--- src/rtl/fila_notas_buzzer.sv ---
// rtl/fila_notas_buzzer.sv - note FIFO and sequencer driving the buzzer tone generator
// Queued notes play back-to-back; each note is followed by a fixed silent gap.
module fila_notas_buzzer #(
    parameter int CLOCK_FREQ   = 50000000,
    parameter int TOM          = 4,
    parameter int UNIDADE_MS   = 100,
    parameter int PAUSA_MS     = 20,
    parameter int PROFUNDIDADE = 4
) (
    input  logic                   clock,
    input  logic                   reset,
    input  logic                   escreve,
    input  logic [3:0]             nota_in,
    input  logic [$clog2(TOM)-1:0] tom_in,
    input  logic [1:0]             duracao_in,
    input  logic                   para,
    output logic                   cheio,
    output logic                   vazio,
    output logic                   descartado,
    output logic                   toca,
    output logic [3:0]             seletor,
    output logic [$clog2(TOM)-1:0] tom,
    output logic                   tocando,
    output logic                   fim_nota
);

    localparam int U     = CLOCK_FREQ / 1000 * UNIDADE_MS;
    localparam int P     = CLOCK_FREQ / 1000 * PAUSA_MS;
    localparam int TMR_W = $clog2(U * 8 + 1);
    localparam int PTR_W = $clog2(PROFUNDIDADE);
    localparam int CNT_W = PTR_W + 1;
    localparam int TOM_W = $clog2(TOM);
    localparam int ENT_W = 4 + TOM_W + 2;

    typedef enum logic [1:0] {
        OCIOSO  = 2'd0,
        CARREGA = 2'd1,
        TOCA    = 2'd2,
        PAUSA   = 2'd3
    } estado_t;

    estado_t estado_q, estado_d;

    logic [ENT_W-1:0] fifo_mem_q [PROFUNDIDADE];
    logic [ENT_W-1:0] entrada_d;
    logic [ENT_W-1:0] cabeca;

    logic [PTR_W-1:0] wr_ptr_q, wr_ptr_d;
    logic [PTR_W-1:0] rd_ptr_q, rd_ptr_d;
    logic [CNT_W-1:0] count_q, count_d;
    logic             cheio_q, cheio_d;
    logic             vazio_q, vazio_d;
    logic             descartado_q, descartado_d;
    logic [3:0]       seletor_q, seletor_d;
    logic [TOM_W-1:0] tom_q, tom_d;
    logic [1:0]       duracao_q, duracao_d;
    logic [TMR_W-1:0] timer_q, timer_d;
    logic             toca_q, toca_d;
    logic             tocando_q, tocando_d;
    logic             fim_nota_q, fim_nota_d;

    logic push;
    logic pop;

    always_ff @(posedge clock) begin
        if (reset) begin
            estado_q <= OCIOSO;
        end else begin
            estado_q <= estado_d;
        end
    end

    always_comb begin
        estado_d = estado_q;
        if (para) begin
            estado_d = OCIOSO;
        end else begin
            case (estado_q)
                OCIOSO:  if (!vazio_q) estado_d = CARREGA;
                CARREGA: estado_d = TOCA;
                TOCA:    if (timer_q == '0) estado_d = PAUSA;
                PAUSA:   if (timer_q == '0) estado_d = OCIOSO;
                default: estado_d = OCIOSO;
            endcase
        end
    end

    // cheio_q is the pre-edge occupancy, so a push while full is dropped even if a pop coincides
    always_comb begin
        push      = escreve && !cheio_q && !para;
        pop       = (estado_q == OCIOSO) && !vazio_q && !para;
        entrada_d = {nota_in, tom_in, duracao_in};
        cabeca    = fifo_mem_q[rd_ptr_q];

        wr_ptr_d = wr_ptr_q;
        rd_ptr_d = rd_ptr_q;
        count_d  = count_q + CNT_W'(push) - CNT_W'(pop);
        if (push) wr_ptr_d = wr_ptr_q + PTR_W'(1);
        if (pop)  rd_ptr_d = rd_ptr_q + PTR_W'(1);
        if (para) begin
            wr_ptr_d = '0;
            rd_ptr_d = '0;
            count_d  = '0;
        end
        cheio_d      = (count_d == CNT_W'(PROFUNDIDADE));
        vazio_d      = (count_d == '0);
        descartado_d = escreve && cheio_q && !para;

        seletor_d = seletor_q;
        tom_d     = tom_q;
        duracao_d = duracao_q;
        if (pop) begin
            seletor_d = cabeca[ENT_W-1 -: 4];
            tom_d     = cabeca[2 +: TOM_W];
            duracao_d = cabeca[1:0];
        end
    end

    // Outputs are registered from the current state, so they trail the FSM by one cycle
    always_comb begin
        timer_d    = timer_q;
        toca_d     = 1'b0;
        tocando_d  = 1'b0;
        fim_nota_d = 1'b0;
        case (estado_q)
            CARREGA: begin
                timer_d   = (TMR_W'(U) << duracao_q) - TMR_W'(1);
                tocando_d = 1'b1;
            end
            TOCA: begin
                timer_d   = (timer_q == '0) ? TMR_W'(P - 1) : timer_q - TMR_W'(1);
                toca_d    = (seletor_q < 4'd12);
                tocando_d = 1'b1;
            end
            PAUSA: begin
                timer_d    = (timer_q == '0) ? '0 : timer_q - TMR_W'(1);
                tocando_d  = 1'b1;
                fim_nota_d = (timer_q == '0);
            end
            default: timer_d = '0;
        endcase
        if (para) begin
            timer_d    = '0;
            toca_d     = 1'b0;
            tocando_d  = 1'b0;
            fim_nota_d = 1'b0;
        end
    end

    always_ff @(posedge clock) begin
        if (reset) begin
            wr_ptr_q     <= '0;
            rd_ptr_q     <= '0;
            count_q      <= '0;
            cheio_q      <= 1'b0;
            vazio_q      <= 1'b1;
            descartado_q <= 1'b0;
            seletor_q    <= '0;
            tom_q        <= '0;
            duracao_q    <= '0;
            timer_q      <= '0;
            toca_q       <= 1'b0;
            tocando_q    <= 1'b0;
            fim_nota_q   <= 1'b0;
        end else begin
            wr_ptr_q     <= wr_ptr_d;
            rd_ptr_q     <= rd_ptr_d;
            count_q      <= count_d;
            cheio_q      <= cheio_d;
            vazio_q      <= vazio_d;
            descartado_q <= descartado_d;
            seletor_q    <= seletor_d;
            tom_q        <= tom_d;
            duracao_q    <= duracao_d;
            timer_q      <= timer_d;
            toca_q       <= toca_d;
            tocando_q    <= tocando_d;
            fim_nota_q   <= fim_nota_d;
        end
    end

    always_ff @(posedge clock) begin
        if (!reset && push) begin
            fifo_mem_q[wr_ptr_q] <= entrada_d;
        end
    end

    assign cheio      = cheio_q;
    assign vazio      = vazio_q;
    assign descartado = descartado_q;
    assign toca       = toca_q;
    assign seletor    = seletor_q;
    assign tom        = tom_q;
    assign tocando    = tocando_q;
    assign fim_nota   = fim_nota_q;

endmodule

--- config.mk ---
export PLATFORM = sky130hd
export DESIGN_NAME = fila_notas_buzzer
export DESIGN_NICKNAME = d
export VERILOG_FILES = /design/src/rtl/fila_notas_buzzer.sv
export SDC_FILE = /design/constraint.sdc
export NUM_CORES = 1
export LEC_CHECK = 0
export ABC_AREA = 1
export BUFFER_PORTS_ARGS = -buffer_cell sky130_fd_sc_hd__buf_4
export CAP_MARGIN = 10
export CORE_MARGIN = 3
export CORE_UTILIZATION = 60
export CTS_BUF_LIST = sky130_fd_sc_hd__clkbuf_8 sky130_fd_sc_hd__clkbuf_16
export DETAILED_ROUTE_END_ITERATION = 10
export PLACE_DENSITY = 0.77
export REMOVE_ABC_BUFFERS = 1
export SYNTH_ARGS = -nofsm -noshare
export SYNTH_HDL_FRONTEND = slang
export SYNTH_SLANG_ARGS = --single-unit
--- constraint.sdc ---
create_clock -name clock -period 2.8 [get_ports clock]
set_input_delay 0.56 -clock clock [delete_from_list [all_inputs] [get_ports clock]]
set_output_delay 0.56 -clock clock [all_outputs]
set_load 0.05 [all_outputs]
==> metrics.md, run 1 <==
| Metric | Value |
|---|---|
| Die H | 87.9 um |
| Setup TNS Final | 0 ns |
| Final wirelength | 8360 um |
| Setup Buffers After CTS | 0 |
| Synth warn | 0 |
| Power per cell area | 530 nW/um2 |
| Crit end category | flop |
| Initial core utilization | 62.7% |
| Clk_lat worst skew | 0.35 ns |
| Synth top area share | 24.3% |
| Layout cells sized above 1 | 13.1% |
| Clock buffer depth | 2 |
| Initial drt markers | 171 |
| Vias in the first global route | 3099 |
| TritonRoute pass-1 iters | 5 |
| Worst Tran Pin Value | 0.719 ns |
| Worst VDD drop | 0.399 mV |
| PortBufs | 23 |
| CTS tree | built |
| Leakage | 1.94 nW |
| HPWL Detailed | 6160 um |
| First-pass GRT wire length | 14100 um |
| Gate Count Post-Synth | 501 |
| Final period util | 86.4% |
| MaxCap Viol Count | 0 |
| Commonest non-fill, non-tap cell in the layout | nor2_1 |
| # DRC | 0 |
| Mapped Area | 4030 um2 |
| Worst min path class | primary input to flop |
| Worst Path Max Fanout | 10 |
| GRT overflow | 0 |
| Synth area leader | dfxtp_1 |
| NumNets Final | 563 |
| Antenna violations before repair | 0 |
| Count of pins over their slew limit | 0 |
| Per-instance average area after synthesis | 8.04 um2 |
| Worst Path Required | 3.06 ns |
| Cts bufs inserted | 9 |
| Fin. Hold Viols | 0 |
| Resized cells post-CTS | 0 |
| Crit path time final | 2.42 ns |
| Storage element area | 1940 um2 |
| CTS sink cnt | 81 |
| Reg clk slew, reported paths | 0.09 ns |
| Diode count | 0 |
| Count of cell types in the netlist | 29 |
| Std-Cell Rows | 29 |
| Dpl ws | 0.189 ns |
| Setup violations, final | 0 |
| Outcome | completed |
| IO Pins | 24 |
| Relative slew slack | 51.9% |
| Core Region | 6420 um2 |
| Leading cell types in the layout, fill and taps excluded | nor2_1, nand2_1, inv_1 |
| Yosys reg bits | 81 |
| Syn-to-layout area delta | 10.8% |
| Die extent in x | 87.9 um |
| CP Data Arrival Time | 2.68 ns |
| Pin count of the biggest net entering global routing | 21 |
| Critical path class | flop to flop |
| Wirelength per Cell | 13.7 um |
| DIE AREA | 7730 um2 |
| Area of the multi-input gates | 1780 um2 |
| Setup ws final | 0.381 ns |
| Filler cell count | 524 |
| Total GRT Usage | 23.9% |
| Vias | 3180 |
| Worst Skew | 0.00708 ns |
| Antenna-violating nets left | 0 |
| Achievable clock frequency | 413 MHz |
| Routability Congestion | 0.974 |
| Sequential share of the synthesized area | 48.2% |
| RSZ-0062 raised after global routing | no |
| Startpoint Class | flop |
| Avg Vias per Cell | 5.20 |
| Clock root cell | clkbuf_8 |
| H-Tree Depth | 3 |
| Top cells by area, synth | dfxtp_1, edfxtp_1, nor2_1 |
| Hold buffers post-CTS | 0 |
==> kinds of logic after synthesis <==
kind of cell / after synthesis / synth area share [%]
AO/OA/AOI/OAI: 75 / 9.75
XOR/XNOR: 11 / 2.39
adder cells (fa/ha/maj): 22 / 7.02
buffers and inverters: 81 / 7.67
flip-flops: 81 / 48.2
AND/OR/NAND/NOR: 231 / 25.0
==> layer usage <==
| metal | up-vias | share of wire, % | global-route usage, % |
|---|---|---|---|
| li1 | 1672 | - | - |
| met1 | 1441 | 43 | 28.6 |
| met2 | 49 | 52 | 43.2 |
| met3 | 18 | 3.1 | 3.48 |
| met4 | 0 | 2.1 | 9.48 |
| met5 | - | 0 | 0 |
==> per-stage QoR <==
| step | area, um2 | hold slack (ns) | utilization (%) | power (mW) | instances |
|---|---|---|---|---|---|
| 3_5_place_dp | 4290 | 0.458 | 66.7 | 1.61 | 595 |
| 5_1_grt | 4460 | 0.392 | 69.5 | 2.48 | 611 |
| 4_1_cts | 4460 | 0.395 | 69.5 | 2.38 | 611 |
| 6_report | 4460 | 0.400 | 69.5 | 2.37 | 611 |
| 3_3_place_gp | 4290 | 0.451 | 66.7 | 1.60 | 595 |
| 2_1_floorplan | 3990 | 0.490 | - | 1.52 | 491 |
==> synthesized netlist by cell type <==
library cell / number
edfxtp_1: 32
inv_2: 8
or2_1: 1
nand2_1: 79
nand3_1: 28
fa_1: 1
buf_2: 4
nor2_1: 93
nand2_4: 2
o21ai_1: 1
clkinv_1: 1
xnor2_1: 2
ha_1: 21
or2_2: 2
nor3_1: 5
o22ai_1: 10
nor2_4: 3
xor2_1: 9
nand4_1: 6
o21bai_1: 1
a211oi_1: 1
nor2_2: 6
a21oi_1: 29
nor3_2: 2
clkbuf_1: 6
dfxtp_1: 49
inv_1: 62
nand2_2: 4
o21ai_0: 33
==> final cells by class <==
cell class                 instances  area share, %
tap                               77           2.16
clock inverter                     7           1.21
inverter                          71           5.97
clock buffer                       9           2.78
timing repair buffer              27           4.54
multi-input combinational        339           39.8
sequential                        81           43.5
==> where the power goes <==
group / internal, mW / leakage [nW] / switching, mW
clock network: 0.328 / 0.0822 / 0.452
registers: 1.25 / 0.685 / 0.0218
logic: 0.104 / 1.18 / 0.210
==> state kept, by name, summed over array words and instances, names as in the netlist, 2 cells and up <==
signal      flops
estado_q        2
seletor         4
rd_ptr_q        2
tom             2
fifo_mem_q     32
count_q         3
duracao_q       2
wr_ptr_q        2
timer_q        26
==> critical path, cell delays in order (launching register included) <==
cell and delay [ns]:
dfxtp_1 0.51, inv_1 0.16, ha_1 0.23, inv_1 0.07, nor3_2 0.04, ha_1 0.27
inv_1 0.04, ha_1 0.17, inv_1 0.07, fa_1 0.43, nor2_1 0.15, nor2_1 0.07
nand2_1 0.07, inv_1 0.04
==> path summary, 6_finish.rpt <==
| check | startpoint | end | slack [ns] | cells after the start |
|---|---|---|---|---|
| worst max-delay path | estado_q[1] | vazio | 0.38 | 13 |
| worst min-delay path | nota_in[1] | fifo_mem_q[0][5] | 0.40 | 1 |
| worst max register to register | estado_q[1] | vazio | 0.38 | 13 |
| worst min register to register | cheio | descartado | 0.48 | 2 |
Power figures use the tool's default switching activity.
==> run 2: changes to the inputs <==
--- a/config.mk
+++ b/config.mk
@@ -12,7 +12,7 @@
 export CORE_UTILIZATION = 60
 export CTS_BUF_LIST = sky130_fd_sc_hd__clkbuf_8 sky130_fd_sc_hd__clkbuf_16
 export DETAILED_ROUTE_END_ITERATION = 10
-export PLACE_DENSITY = 0.77
+export PLACE_DENSITY = 0.79
 export REMOVE_ABC_BUFFERS = 1
 export SYNTH_ARGS = -nofsm -noshare
 export SYNTH_HDL_FRONTEND = slang
==> run 2 against run 1 <==
Against the previous run: non-clock buffer count did not move; setup slack got worse by 0.0018 ns; worst hold slack got worse by 0.0024 ns; die area is the same; global-route usage decreased by 0.32 points; final cell count is the same.
==> metrics.md, run 2 (synthesis gave the netlist of run 1 again) <==
| Metric | Value |
|---|---|
| HPWL Detailed | 6220 um |
| Achievable clock frequency | 413 MHz |
| Std-Cell Rows | 29 |
| NumNets Final | 563 |
| Leading cell types in the layout, fill and taps excluded | nor2_1, nand2_1, inv_1 |
| Commonest non-fill, non-tap cell in the layout | nor2_1 |
| Layout cells sized above 1 | 12.9% |
| Total GRT Usage | 23.6% |
| Antenna-violating nets left | 0 |
| Worst min path class | primary input to flop |
| Core Region | 6420 um2 |
| # DRC | 0 |
| Crit path time final | 2.42 ns |
| Placed inst area | 4290 um2 |
| Dpl ws | 0.182 ns |
| Worst setup startpoint | estado_q[1] |
| CTS sink cnt | 81 |
| CP Data Arrival Time | 2.68 ns |
| Wirelength per Cell | 13.6 um |
| First-pass GRT wire length | 14000 um |
| IO Pins | 24 |
| Count of pins over their slew limit | 0 |
| Setup crit end | vazio |
| Relative slew slack | 50.0% |
| Largest register by flop count | fifo_mem_q |
| Hold_ws | 0.397 ns |
| Avg Vias per Cell | 5.35 |
| RSZ-0062 raised after global routing | no |
| Outcome | completed |
| PortBufs | 23 |
| GRT overflow | 0 |
| Final wirelength | 8290 um |
| Worst VDD drop | 0.445 mV |
| Reg clk slew, reported paths | 0.09 ns |
| Worst Tran Pin Value | 0.747 ns |
| Final period util | 86.5% |
| Fin. Hold Viols | 0 |
| Setup violations, final | 0 |
| Worst Skew | 0.00960 ns |
| Crit end category | flop |
| H-Tree Depth | 3 |
| MaxCap Viol Count | 0 |
| Worst Path Required | 3.06 ns |
| Die extent in x | 87.9 um |
| Leakage | 1.96 nW |
| Clock root cell | clkbuf_8 |
| Clk_lat worst skew | 0.36 ns |
| Initial core utilization | 62.7% |
| Setup Buffers After CTS | 0 |
| Overall power | 2.45 mW |
| Critical path class | flop to flop |
| Vias | 3268 |
| Worst Path Max Fanout | 10 |
| Clock buffer depth | 2 |
| FF-to-FF End | vazio |
| R2R depth | 13 |
| Hold buffers post-CTS | 0 |
| Diode count | 0 |
| Power per cell area | 547 nW/um2 |
| Pin count of the biggest net entering global routing | 21 |
| Vias in the first global route | 3130 |
| Worst r2r src | estado_q[1] |
| Startpoint Class | flop |
| Setup ws final | 0.379 ns |
| Design Area, Final | 4490 um2 |
| Initial drt markers | 161 |
| Antenna violations before repair | 0 |
| Max reg flops | 32 |
| Syn-to-layout area delta | 11.4% |
| R2r setup slk | 0.38 ns |
| DIE AREA | 7730 um2 |
| TritonRoute pass-1 iters | 5 |
| Routability Congestion | 0.921 |
| CTS tree | built |
| Die H | 87.9 um |
| Resized cells post-CTS | 0 |
| Setup TNS Final | 0 ns |
| Cts bufs inserted | 9 |
-- run 2: cell types whose count changed in the layout (fill, tap and decap cells not counted), sizes merged --
cell and delta:
clkinv +1, clkinvlp -2, bufinv +1
-- run 2: power by group --
part           internal, mW  leakage (nW)  total, mW  switching (mW)
clock network         0.421        0.0994      0.867           0.446
registers              1.25         0.685       1.27          0.0218
logic                 0.104          1.18      0.316           0.212
total                  1.77          1.96       2.45           0.680
-- run 2: area by class of cell --
class	instances	area, um2
clock buffer	9	124
clock inverter	7	78.8
sequential	81	1940
fill	535	1930
tap	77	96.3
timing repair buffer	27	203
inverter	71	267
multi-input combinational	339	1780
-- run 2: worst min-delay path by stage --
stage | startpoint | endpoint | slack [ns] | depth (start not counted)
2_1_floorplan | wr_ptr_q[1] | wr_ptr_q[1] | 0.49 | 2
3_3_place_gp | cheio | descartado | 0.44 | 2
3_5_place_dp | cheio | descartado | 0.44 | 2
4_1_cts | nota_in[1] | fifo_mem_q[1][5] | 0.38 | 1
5_1_grt | nota_in[2] | fifo_mem_q[3][6] | 0.37 | 1
6_report | duracao_in[1] | fifo_mem_q[1][1] | 0.40 | 1
-- run 2: metrics by stage --
step	util (%)	instances
detailed placement	66.7	595
global route	69.9	611
CTS	69.9	611
floorplan	-	491
global placement	66.7	595
finish	69.9	611
-- run 2: per-layer routing --
| layer | global-route usage, % | wire length (um) |
|---|---|---|
| met1 | 28.0 | 3560 |
| met2 | 39.7 | 4030 |
| met3 | 6.49 | 378 |
| met4 | 11.3 | 327 |
| met5 | 0 | 0 |
-- run 2: worst max-delay path, stage by stage (launching register included) --
cell and delay, ns:
dfxtp_1 0.52, inv_1 0.17, ha_1 0.23, inv_1 0.08
nor3_2 0.05, ha_1 0.27, inv_1 0.04, ha_1 0.16
inv_1 0.07, fa_1 0.44, nor2_1 0.14, nor2_1 0.06
nand2_1 0.07, inv_1 0.03
